### src/rtl/axi_sram_slave.sv
// AXI4 responder mapping INCR/FIXED/WRAP bursts onto a dual-port synchronous SRAM.
// Latency: W beat writes SRAM in its handshake cycle, B one cycle after last beat; R data 2 cycles after AR, 2 cycles/beat.
// Backpressure: BREADY low holds B and blocks AW; RREADY low holds R outputs stable and stalls further SRAM reads.
module axi_sram_slave #(
    parameter int          ID_WIDTH   = 4,
    parameter int          DATA_WIDTH = 32,
    parameter int          MEM_AW     = 10,
    parameter logic [31:0] BASE_ADDR  = 32'h0000_0000
) (
    input  logic                    BUS_CLK,
    input  logic                    BUS_RST,
    // write address
    input  logic [ID_WIDTH-1:0]     AWID,
    input  logic [31:0]             AWADDR,
    input  logic [7:0]              AWLEN,
    input  logic [1:0]              AWBURST,
    input  logic                    AWVALID,
    output logic                    AWREADY,
    // write data
    input  logic [DATA_WIDTH-1:0]   WDATA,
    input  logic [DATA_WIDTH/8-1:0] WSTRB,
    input  logic                    WLAST,
    input  logic                    WVALID,
    output logic                    WREADY,
    // write response
    output logic [ID_WIDTH-1:0]     BID,
    output logic [1:0]              BRESP,
    output logic                    BVALID,
    input  logic                    BREADY,
    // read address
    input  logic [ID_WIDTH-1:0]     ARID,
    input  logic [31:0]             ARADDR,
    input  logic [7:0]              ARLEN,
    input  logic [1:0]              ARBURST,
    input  logic                    ARVALID,
    output logic                    ARREADY,
    // read data
    output logic [ID_WIDTH-1:0]     RID,
    output logic [DATA_WIDTH-1:0]   RDATA,
    output logic [1:0]              RRESP,
    output logic                    RLAST,
    output logic                    RVALID,
    input  logic                    RREADY,
    // SRAM ports
    output logic                    mem_we,
    output logic [MEM_AW-1:0]       mem_waddr,
    output logic [DATA_WIDTH-1:0]   mem_wdata,
    output logic [DATA_WIDTH/8-1:0] mem_wstrb,
    output logic                    mem_re,
    output logic [MEM_AW-1:0]       mem_raddr,
    input  logic [DATA_WIDTH-1:0]   mem_rdata
);

    localparam int STRB_W = DATA_WIDTH / 8;
    localparam int OFF    = $clog2(STRB_W);
    // One spare MSB so an INCR burst running past the top of the 32-bit space never wraps back into range.
    localparam int IDX_W  = 33 - OFF;

    localparam logic [1:0] BURST_FIXED = 2'b00;
    localparam logic [1:0] BURST_INCR  = 2'b01;
    localparam logic [1:0] BURST_WRAP  = 2'b10;
    localparam logic [1:0] RESP_OKAY   = 2'b00;
    localparam logic [1:0] RESP_SLVERR = 2'b10;

    localparam logic [1:0] W_IDLE  = 2'd0;
    localparam logic [1:0] W_DATA  = 2'd1;
    localparam logic [1:0] W_RESP  = 2'd2;
    localparam logic [1:0] R_IDLE  = 2'd0;
    localparam logic [1:0] R_ISSUE = 2'd1;
    localparam logic [1:0] R_DATA  = 2'd2;

    function automatic logic [IDX_W-1:0] start_idx(input logic [31:0] addr);
        return IDX_W'((addr - BASE_ADDR) >> OFF);
    endfunction

    // Errors that apply to every beat of a burst regardless of its address.
    function automatic logic burst_bad(input logic [31:0] addr, input logic [7:0] len,
                                       input logic [1:0] burst);
        logic wrap_ok;
        wrap_ok = (len == 8'd1) || (len == 8'd3) || (len == 8'd7) || (len == 8'd15);
        return (burst == 2'b11) || ((burst == BURST_WRAP) && !wrap_ok) || (addr < BASE_ADDR);
    endfunction

    function automatic logic idx_oob(input logic [IDX_W-1:0] idx);
        return idx >= (IDX_W'(1) << MEM_AW);
    endfunction

    // WRAP keeps the high bits and increments only inside the (LEN+1)-word aligned block.
    function automatic logic [IDX_W-1:0] next_idx(input logic [IDX_W-1:0] idx,
                                                  input logic [7:0] len, input logic [1:0] burst);
        logic [IDX_W-1:0] mask;
        logic [IDX_W-1:0] inc;
        mask = IDX_W'(len);
        inc  = idx + IDX_W'(1);
        case (burst)
            BURST_INCR: return inc;
            BURST_WRAP: return (idx & ~mask) | (inc & mask);
            default:    return idx;
        endcase
    endfunction

    // ---------------- write channel ----------------
    logic [1:0]          w_state_q, w_state_d;
    logic [ID_WIDTH-1:0] w_id_q, w_id_d;
    logic [IDX_W-1:0]    w_idx_q, w_idx_d;
    logic [7:0]          w_len_q, w_len_d;
    logic [1:0]          w_burst_q, w_burst_d;
    logic                w_bad_q, w_bad_d;
    logic [7:0]          w_beat_q, w_beat_d;
    logic                w_err_q, w_err_d;
    logic                w_beat_err;
    logic                w_last_beat;

    assign w_beat_err  = w_bad_q || idx_oob(w_idx_q);
    assign w_last_beat = (w_beat_q == w_len_q);

    // Write FSM next state: accept AW, consume exactly LEN+1 beats, then hold B until taken.
    always_comb begin
        w_state_d = w_state_q;
        w_id_d    = w_id_q;
        w_idx_d   = w_idx_q;
        w_len_d   = w_len_q;
        w_burst_d = w_burst_q;
        w_bad_d   = w_bad_q;
        w_beat_d  = w_beat_q;
        w_err_d   = w_err_q;
        case (w_state_q)
            W_IDLE: begin
                if (AWVALID) begin
                    w_id_d    = AWID;
                    w_idx_d   = start_idx(AWADDR);
                    w_len_d   = AWLEN;
                    w_burst_d = AWBURST;
                    w_bad_d   = burst_bad(AWADDR, AWLEN, AWBURST);
                    w_beat_d  = 8'd0;
                    w_err_d   = 1'b0;
                    w_state_d = W_DATA;
                end
            end
            W_DATA: begin
                if (WVALID) begin
                    // A misplaced WLAST is reported but does not change the burst length.
                    if (w_beat_err || (WLAST != w_last_beat)) begin
                        w_err_d = 1'b1;
                    end
                    if (w_last_beat) begin
                        w_state_d = W_RESP;
                    end else begin
                        w_beat_d = w_beat_q + 8'd1;
                        w_idx_d  = next_idx(w_idx_q, w_len_q, w_burst_q);
                    end
                end
            end
            W_RESP: begin
                if (BREADY) begin
                    w_state_d = W_IDLE;
                end
            end
            default: w_state_d = W_IDLE;
        endcase
    end

    // Write channel state registers; reset abandons any burst in flight without a response.
    always_ff @(posedge BUS_CLK or posedge BUS_RST) begin
        if (BUS_RST) begin
            w_state_q <= W_IDLE;
            w_id_q    <= '0;
            w_idx_q   <= '0;
            w_len_q   <= '0;
            w_burst_q <= '0;
            w_bad_q   <= 1'b0;
            w_beat_q  <= '0;
            w_err_q   <= 1'b0;
        end else begin
            w_state_q <= w_state_d;
            w_id_q    <= w_id_d;
            w_idx_q   <= w_idx_d;
            w_len_q   <= w_len_d;
            w_burst_q <= w_burst_d;
            w_bad_q   <= w_bad_d;
            w_beat_q  <= w_beat_d;
            w_err_q   <= w_err_d;
        end
    end

    assign AWREADY   = (w_state_q == W_IDLE) && !BUS_RST;
    assign WREADY    = (w_state_q == W_DATA);
    assign BVALID    = (w_state_q == W_RESP);
    assign BID       = BVALID ? w_id_q : '0;
    assign BRESP     = (BVALID && w_err_q) ? RESP_SLVERR : RESP_OKAY;
    assign mem_we    = (w_state_q == W_DATA) && WVALID && !w_beat_err;
    assign mem_waddr = mem_we ? w_idx_q[MEM_AW-1:0] : '0;
    assign mem_wdata = mem_we ? WDATA : '0;
    assign mem_wstrb = mem_we ? WSTRB : '0;

    // ---------------- read channel ----------------
    logic [1:0]            r_state_q, r_state_d;
    logic [ID_WIDTH-1:0]   r_id_q, r_id_d;
    logic [IDX_W-1:0]      r_idx_q, r_idx_d;
    logic [7:0]            r_len_q, r_len_d;
    logic [1:0]            r_burst_q, r_burst_d;
    logic                  r_bad_q, r_bad_d;
    logic [7:0]            r_beat_q, r_beat_d;
    logic                  r_fresh_q, r_fresh_d;
    logic [DATA_WIDTH-1:0] r_data_q, r_data_d;
    logic                  r_beat_err;
    logic [DATA_WIDTH-1:0] r_rdata_cur;

    assign r_beat_err = r_bad_q || idx_oob(r_idx_q);
    // SRAM output is only valid the cycle after the read; afterwards the captured copy holds RDATA steady.
    assign r_rdata_cur = r_fresh_q ? (r_beat_err ? '0 : mem_rdata) : r_data_q;

    // Read FSM next state: issue one SRAM read, present the beat, advance on handshake.
    always_comb begin
        r_state_d = r_state_q;
        r_id_d    = r_id_q;
        r_idx_d   = r_idx_q;
        r_len_d   = r_len_q;
        r_burst_d = r_burst_q;
        r_bad_d   = r_bad_q;
        r_beat_d  = r_beat_q;
        r_fresh_d = r_fresh_q;
        r_data_d  = r_data_q;
        case (r_state_q)
            R_IDLE: begin
                if (ARVALID) begin
                    r_id_d    = ARID;
                    r_idx_d   = start_idx(ARADDR);
                    r_len_d   = ARLEN;
                    r_burst_d = ARBURST;
                    r_bad_d   = burst_bad(ARADDR, ARLEN, ARBURST);
                    r_beat_d  = 8'd0;
                    r_state_d = R_ISSUE;
                end
            end
            R_ISSUE: begin
                r_fresh_d = 1'b1;
                r_state_d = R_DATA;
            end
            R_DATA: begin
                r_fresh_d = 1'b0;
                r_data_d  = r_rdata_cur;
                if (RREADY) begin
                    if (r_beat_q == r_len_q) begin
                        r_state_d = R_IDLE;
                    end else begin
                        r_beat_d  = r_beat_q + 8'd1;
                        r_idx_d   = next_idx(r_idx_q, r_len_q, r_burst_q);
                        r_state_d = R_ISSUE;
                    end
                end
            end
            default: r_state_d = R_IDLE;
        endcase
    end

    // Read channel state registers; reset drops the burst and any beat being presented.
    always_ff @(posedge BUS_CLK or posedge BUS_RST) begin
        if (BUS_RST) begin
            r_state_q <= R_IDLE;
            r_id_q    <= '0;
            r_idx_q   <= '0;
            r_len_q   <= '0;
            r_burst_q <= '0;
            r_bad_q   <= 1'b0;
            r_beat_q  <= '0;
            r_fresh_q <= 1'b0;
            r_data_q  <= '0;
        end else begin
            r_state_q <= r_state_d;
            r_id_q    <= r_id_d;
            r_idx_q   <= r_idx_d;
            r_len_q   <= r_len_d;
            r_burst_q <= r_burst_d;
            r_bad_q   <= r_bad_d;
            r_beat_q  <= r_beat_d;
            r_fresh_q <= r_fresh_d;
            r_data_q  <= r_data_d;
        end
    end

    assign ARREADY   = (r_state_q == R_IDLE) && !BUS_RST;
    assign mem_re    = (r_state_q == R_ISSUE) && !r_beat_err;
    assign mem_raddr = mem_re ? r_idx_q[MEM_AW-1:0] : '0;
    assign RVALID    = (r_state_q == R_DATA);
    assign RDATA     = RVALID ? r_rdata_cur : '0;
    assign RID       = RVALID ? r_id_q : '0;
    assign RRESP     = (RVALID && r_beat_err) ? RESP_SLVERR : RESP_OKAY;
    assign RLAST     = RVALID && (r_beat_q == r_len_q);

endmodule

### config.mk
export PLATFORM = sky130hd
export DESIGN_NAME = axi_sram_slave
export DESIGN_NICKNAME = d
export VERILOG_FILES = /design/src/rtl/axi_sram_slave.sv
export SDC_FILE = /design/constraint.sdc
export NUM_CORES = 1
export LEC_CHECK = 0
export CAP_MARGIN = 20
export CORE_UTILIZATION = 50
export CTS_BUF_LIST = sky130_fd_sc_hd__clkbuf_8
export CTS_CLUSTER_DIAMETER = 60
export CTS_CLUSTER_SIZE = 12
export DETAILED_ROUTE_END_ITERATION = 12
export HOLD_SLACK_MARGIN = 0.08
export PLACE_DENSITY = 0.87
export SETUP_SLACK_MARGIN = 0.05
export SYNTH_ARGS = -nofsm -noshare
export SYNTH_HDL_FRONTEND = slang
export SYNTH_SLANG_ARGS = --single-unit
### constraint.sdc
create_clock -name BUS_CLK -period 5.7 [get_ports BUS_CLK]
set_input_delay 1.14 -clock BUS_CLK [delete_from_list [all_inputs] [get_ports BUS_CLK]]
set_output_delay 1.14 -clock BUS_CLK [all_outputs]
set_load 0.1 [all_outputs]
== Yosys cells after proc, flatten, opt, wreduce, memory -nomap -nowiden ==
Cells that the tools add are included.

* Register bits: 146
* Bits in latches: 0
* Word-level logic and storage cells: 152
* ROM bits: 0
* Memories kept: 0
* Input port bits: 168
* Memory bits (writable): 0
* Output and inout bits: 108

* $add $sub $neg: 4
* Bitwise gates (word level): 8
* Divide/modulo/power cells: 0
* $mul: 0
* $lt $le $gt $ge: 4
* Muxes and demuxes: 43
* Shift operators: 0
* Reductions and logical operators: 42
* Eq/ne operators: 34

{| class="wikitable"
|+ Operator list
! cell !! count
|-
| $pmux W31 S2 || 4
|-
| $mux W31 || 6
|-
| $mux W32 || 4
|-
| $lt A32 B1 Y1 const B || 2
|-
| $add A31 B1 Y31 const B || 2
|-
| $and A31 B31 Y31 || 2
|-
| $and A31 B8 Y31 || 2
|-
| $ge A31 B11 Y1 const B || 2
|-
| $not A8 Y31 || 2
|-
| $or A31 B31 Y31 || 2
|-
| $mux W8 || 6
|-
| $pmux W8 S2 || 2
|-
| $mux W10 || 2
|-
| $add A8 B1 Y8 const B || 2
|-
| $eq A2 B2 Y1 const B || 8
|-
| $eq A8 B1 Y1 const B || 2
|-
| $eq A8 B2 Y1 const B || 2
|-
| $eq A8 B3 Y1 const B || 2
|-
| $eq A8 B4 Y1 const B || 2
|-
| $eq A8 B8 Y1 || 2
|-
| $mux W2 || 8
|-
| $reduce_and A4 Y1 || 4
|-
| $logic_or A1 B1 Y1 || 13
|-
| $mux W4 || 3
|-
| 14 further kinds || 49
|}

== Depth between registers and ports, before layout ==
* Word-level depth: 8
* Depth in mapped cells: 10

== Worst setup path after synthesis ==
OpenSTA, ideal clock, no wires.

* Path kind: register to output
* Start point: register r_state_q[0]
* End point: output port RDATA[13]
* Data arrival time: 3.453 ns
* Slack: 1.107 ns
* Cell stages (with the launch flop): 7
* Cell sequence: dfrtp_1 -> inv_1 -> ha_1 -> inv_2 -> clkbuf_1 -> clkbuf_1 -> a21oi_1

* Longest elaborated chain between the ends: 2

{| class="wikitable"
|+ RTL lines
! element !! line !! source
|-
| start, declared || 197 || <nowiki>logic [1:0] r_state_q, r_state_d;</nowiki>
|-
| start signal, assigned || 270 || <nowiki>r_state_q <= r_state_d;</nowiki>
|-
| $eq A2 B2 Y1 || 285 || <nowiki>assign RVALID = (r_state_q == R_DATA);</nowiki>
|-
| via RVALID || 42 || <nowiki>output logic RVALID,</nowiki>
|-
| $mux W32 || 286 || <nowiki>assign RDATA = RVALID ? r_rdata_cur : '0;</nowiki>
|-
| end, declared || 39 || <nowiki>output logic [DATA_WIDTH-1:0] RDATA,</nowiki>
|}

The timed path passes the listed nets, and every way through them passes these cells.

== Worst setup path in the final report ==
* Start point: register r_idx_q[15]
* End point: output port RDATA[9]

* Longest elaborated chain between the ends: 5

{| class="wikitable"
|+ RTL lines
! element !! line !! source
|-
| start, declared || 199 || <nowiki>logic [IDX_W-1:0] r_idx_q, r_idx_d;</nowiki>
|-
| start signal, assigned || 272 || <nowiki>r_idx_q <= r_idx_d;</nowiki>
|-
| $ge A31 B11 Y1 || 85 || <nowiki>return idx >= (IDX_W'(1) << MEM_AW);</nowiki>
|-
| $logic_or A1 B1 Y1 || 209 || <nowiki>assign r_beat_err = r_bad_q || idx_oob(r_idx_q);</nowiki>
|-
| $mux W32 (2 in a row) || 211 || <nowiki>assign r_rdata_cur = r_fresh_q ? (r_beat_err ? '0 : mem_rdata) : r_data_q;</nowiki>
|-
| $mux W32 || 286 ||
|}

Every way passes these cells.

==> metrics.md <==
| Metric | Value |
|---|---|
| Outcome | `completed` |
| Synth async-reset ratio | `100%` |
| DRC Markers | `0` |
| PwrDens | `418 nW/um2` |
| Reg2reg start | `w_state_q[1]` |
| Root buffer cell | `clkbuf_8` |
| H-tree levels | `4` |
| Die ar. | `19,500 um2` |
| Final Cycle Share | `84.0%` |
| Die H | `140 um` |
| Fraction of layout cells with a size suffix above 1 | `approximately 12%` |
| Initial antenna violation count | `0` |
| P&R area growth vs syn | `32.2%` |
| Total Routing Usage GR | `30.2%` |
| CP endpoint kind | `primary output` |
| Routed Antenna Nets | `0` |
| Number of flops mapped to enable cells by yosys | `0` |
| FILL cells | `1,472` |
| Min Clock Period, post-route | `4.79 ns` |
| Worst-Margin Slew | `1.02 ns` |
| I/O Buffers | `269` |
| Lkg Pwr | `0.00522 uW` |
| Primary FF master, synth | `dfrtp_1` |
| Clock Sink Count | `between 100 and 150` |
| Clock-pin slew on the worst setup and hold paths | `0.09 ns` |
| Routed vias | `9,900` |
| Clock Latency Late Sink | `roughly 0.46 ns` |
| Critical path startpoint | `r_idx_q[15]` |
| Core Area | `around 19,000 um2` |
| Initial Util | `a little over 50%` |
| Max-slew violations | `0` |
| Vias per cell | `approximately 6` |
| Relative slew slack | `a little under a third` |
| Max-cap violations | `0` |
| Max clock buf depth | `2` |
| First-pass GRT wire length | `47,400 um` |
| Hold buffers post-CTS | `0` |
| Mapped Cells | `between 1k and 1.5k` |
| Critical Path RT | `roughly 4.6 ns` |
| Post-cts sizing count | `0` |
| CTS buffer count | `17` |
| DP HPWL | `20,800 um` |
| CP Class | `flip-flop to primary output` |
| Die width | `140 um` |
| Yosys warns | `0` |
| Core Util, Final | `67.3%` |
| Seq/Total Area, Yosys | `38.5%` |
| Area of the mapped netlist | `9480 um2` |
| Final hold violations | `0` |
| Most common cell after layout, fill and taps aside | `clkdlybuf4s50_1` |
| Max VDD drop | `246 uV` |
| I/O Pins | `276` |
| Max Fanout on Critical Path | `53` |
| Antenna cell count | `0` |
| CP Data Arrival Time | `3.65 ns` |
| Wire per inst | `approximately 18 um` |
| Drt pass-1 iters | `5` |
| Syn Area/Cell | `about 8.3 um2` |
| Library cells used by synthesis | `80` |
| DRT iter0 DRCs | `between 800 and 900` |
| Overflow after GRT | `0` |
| Crit start category | `flip-flop` |
| GPL Wtd Cong | `about 0.9` |
| Max Freq | `0.209 GHz` |
| CTS tree | `built` |
| HP Class | `flip-flop to flip-flop` |
| Post-Route Setup TNS | `0 ns` |
| RSZ-0062 raised after global routing | `no` |
| Pin count of the biggest net entering global routing | `~120` |
| Worst Skew | `~0.016 ns` |
| Post-Route WL | `29,800 um` |
| Min-delay src | `w_id_q[3]` |
| Vias in the first global route | `roughly 9.5k` |
| Most frequent cells in the layout | `205 x clkdlybuf4s50_1, 179 x nand2_1, 146 x dfrtp_1` |
| Synthesis-stage register bit count | `roughly 150` |
| Post-CTS setup buffers | `0` |
| Final setup fails | `0` |
| Nets | `1,540` |
| # rows | `50` |
## final timing paths
| kind | endpoint | slack (ns) | cells past startpoint |
|---|---|---|---|
| max reg2reg | flip-flop | 2.50 | 7 |
| max | RDATA[9] | 0.91 | 6 |
| min in group asynchronous | w_id_q[3] | 1.06 | 2 |
| max in group asynchronous | r_idx_q[8] | 3.46 | 4 |
| min reg2reg | w_id_q[3] | 0.47 | 2 |
| min | w_id_q[3] | 0.47 | 2 |
## state kept, by name, summed over array words and instances (netlist names), 4 cells and up, named ones only
register and flops:
r_len_q 8, r_idx_q 24, w_id_q 4, w_len_q 8, w_idx_q 24, r_beat_q 8, r_data_q 32, r_id_q 4
w_beat_q 8
## cell usage after synthesis (all sizes together), types with 2 or more instances
cell,n,area [um2]
nor3b,2,15.0
xnor2,9,78.8
a21o,3,23.8
inv,27,101
nor4,26,190
or3,4,25.0
o211a,2,20.0
nand2b,40,250
a21oi,60,300
and4,15,136
o2bb2ai,27,236
o22a,2,17.5
mux2,23,259
mux2i,7,70.1
or4,5,41.3
o41ai,12,105
o22ai,26,163
clkbuf,48,191
a2bb2oi,2,17.5
nand4,18,125
a32oi,3,26.3
nor3,26,130
o21ai,80,408
a22oi,12,90.1
o31ai,14,105
and2,16,100
o221ai,6,52.6
o311ai,2,17.5
and3,67,420
nor2,50,188
o32ai,3,33.8
nand3,61,318
xor2,13,114
dfrtp,146,3650
o211ai,3,22.5
ha,10,125
or2,3,18.8
buf,36,224
nor2b,3,18.8
a31oi,8,56.3
a22o,20,175
nand2,180,678
## logic make-up after synthesis
group	Yosys count	share of synthesized area [%]
AOI/OAI and AO/OA	298	21.0
xor gates and xnor gates	22	2.03
adders and majority gates	10	1.32
buffers and inverters	111	5.45
DFF	146	38.5
muxes	30	3.47
other	1	0.0395
and+or+nand+nor	518	28.2
## routing by layer
metal	wire (um)	part of all wire [%]	vias up	global-route usage, %
li1	-	-	4617	-
met1	11500	38	4669	35.9
met2	15000	50	542	53.2
met3	2540	8.5	72	6.57
met4	788	2.6	0	11.8
met5	0	0	-	0
## worst max-delay path, stage by stage, from the launching register on
cell             delay (ns)
dfrtp_1                0.46
or4_1                  0.59
nor4_4                 0.22
buf_4                  0.45
nand3_1                0.13
a21oi_1                0.16
clkdlybuf4s50_1        1.16
## where the power goes
| part | total [uW] | switching (uW) | internal, uW | leakage, uW |
|---|---|---|---|---|
| clock network | 876 | 420 | 456 | 0.000214 |
| logic | 2510 | 1580 | 930 | 0.00312 |
| registers | 1850 | 485 | 1370 | 0.00188 |
| total | 5240 | 2490 | 2750 | 0.00522 |
## final cells by class
cell class / count / area, um2 / share of cell area [%]
multi-input cells: 880 / 5330 / 42.5
inverters: 27 / 106 / 0.848
flip-flops and latches: 146 / 3650 / 29.1
clock inverters: 13 / 159 / 1.27
well taps: 234 / 293 / 2.33
clock buffers: 19 / 262 / 2.09
repair buffers: 290 / 2740 / 21.9
## per-stage QoR
step | hold WS (ns) | setup WS [ns] | instance area, um2 | cells | power (uW)
2_1_floorplan | 0.437 | 0.637 | 9490 | 1137 | 3600
3_3_place_gp | 0.451 | 1.39 | 12000 | 1572 | 4210
5_1_grt | 0.489 | 0.706 | 12500 | 1609 | 5540
3_5_place_dp | 0.458 | 1.39 | 12000 | 1572 | 4290
6_report | 0.472 | 0.912 | 12500 | 1609 | 5240
4_1_cts | 0.476 | 0.876 | 12500 | 1604 | 5180
Note: power is estimated with default switching activity, not from simulation.
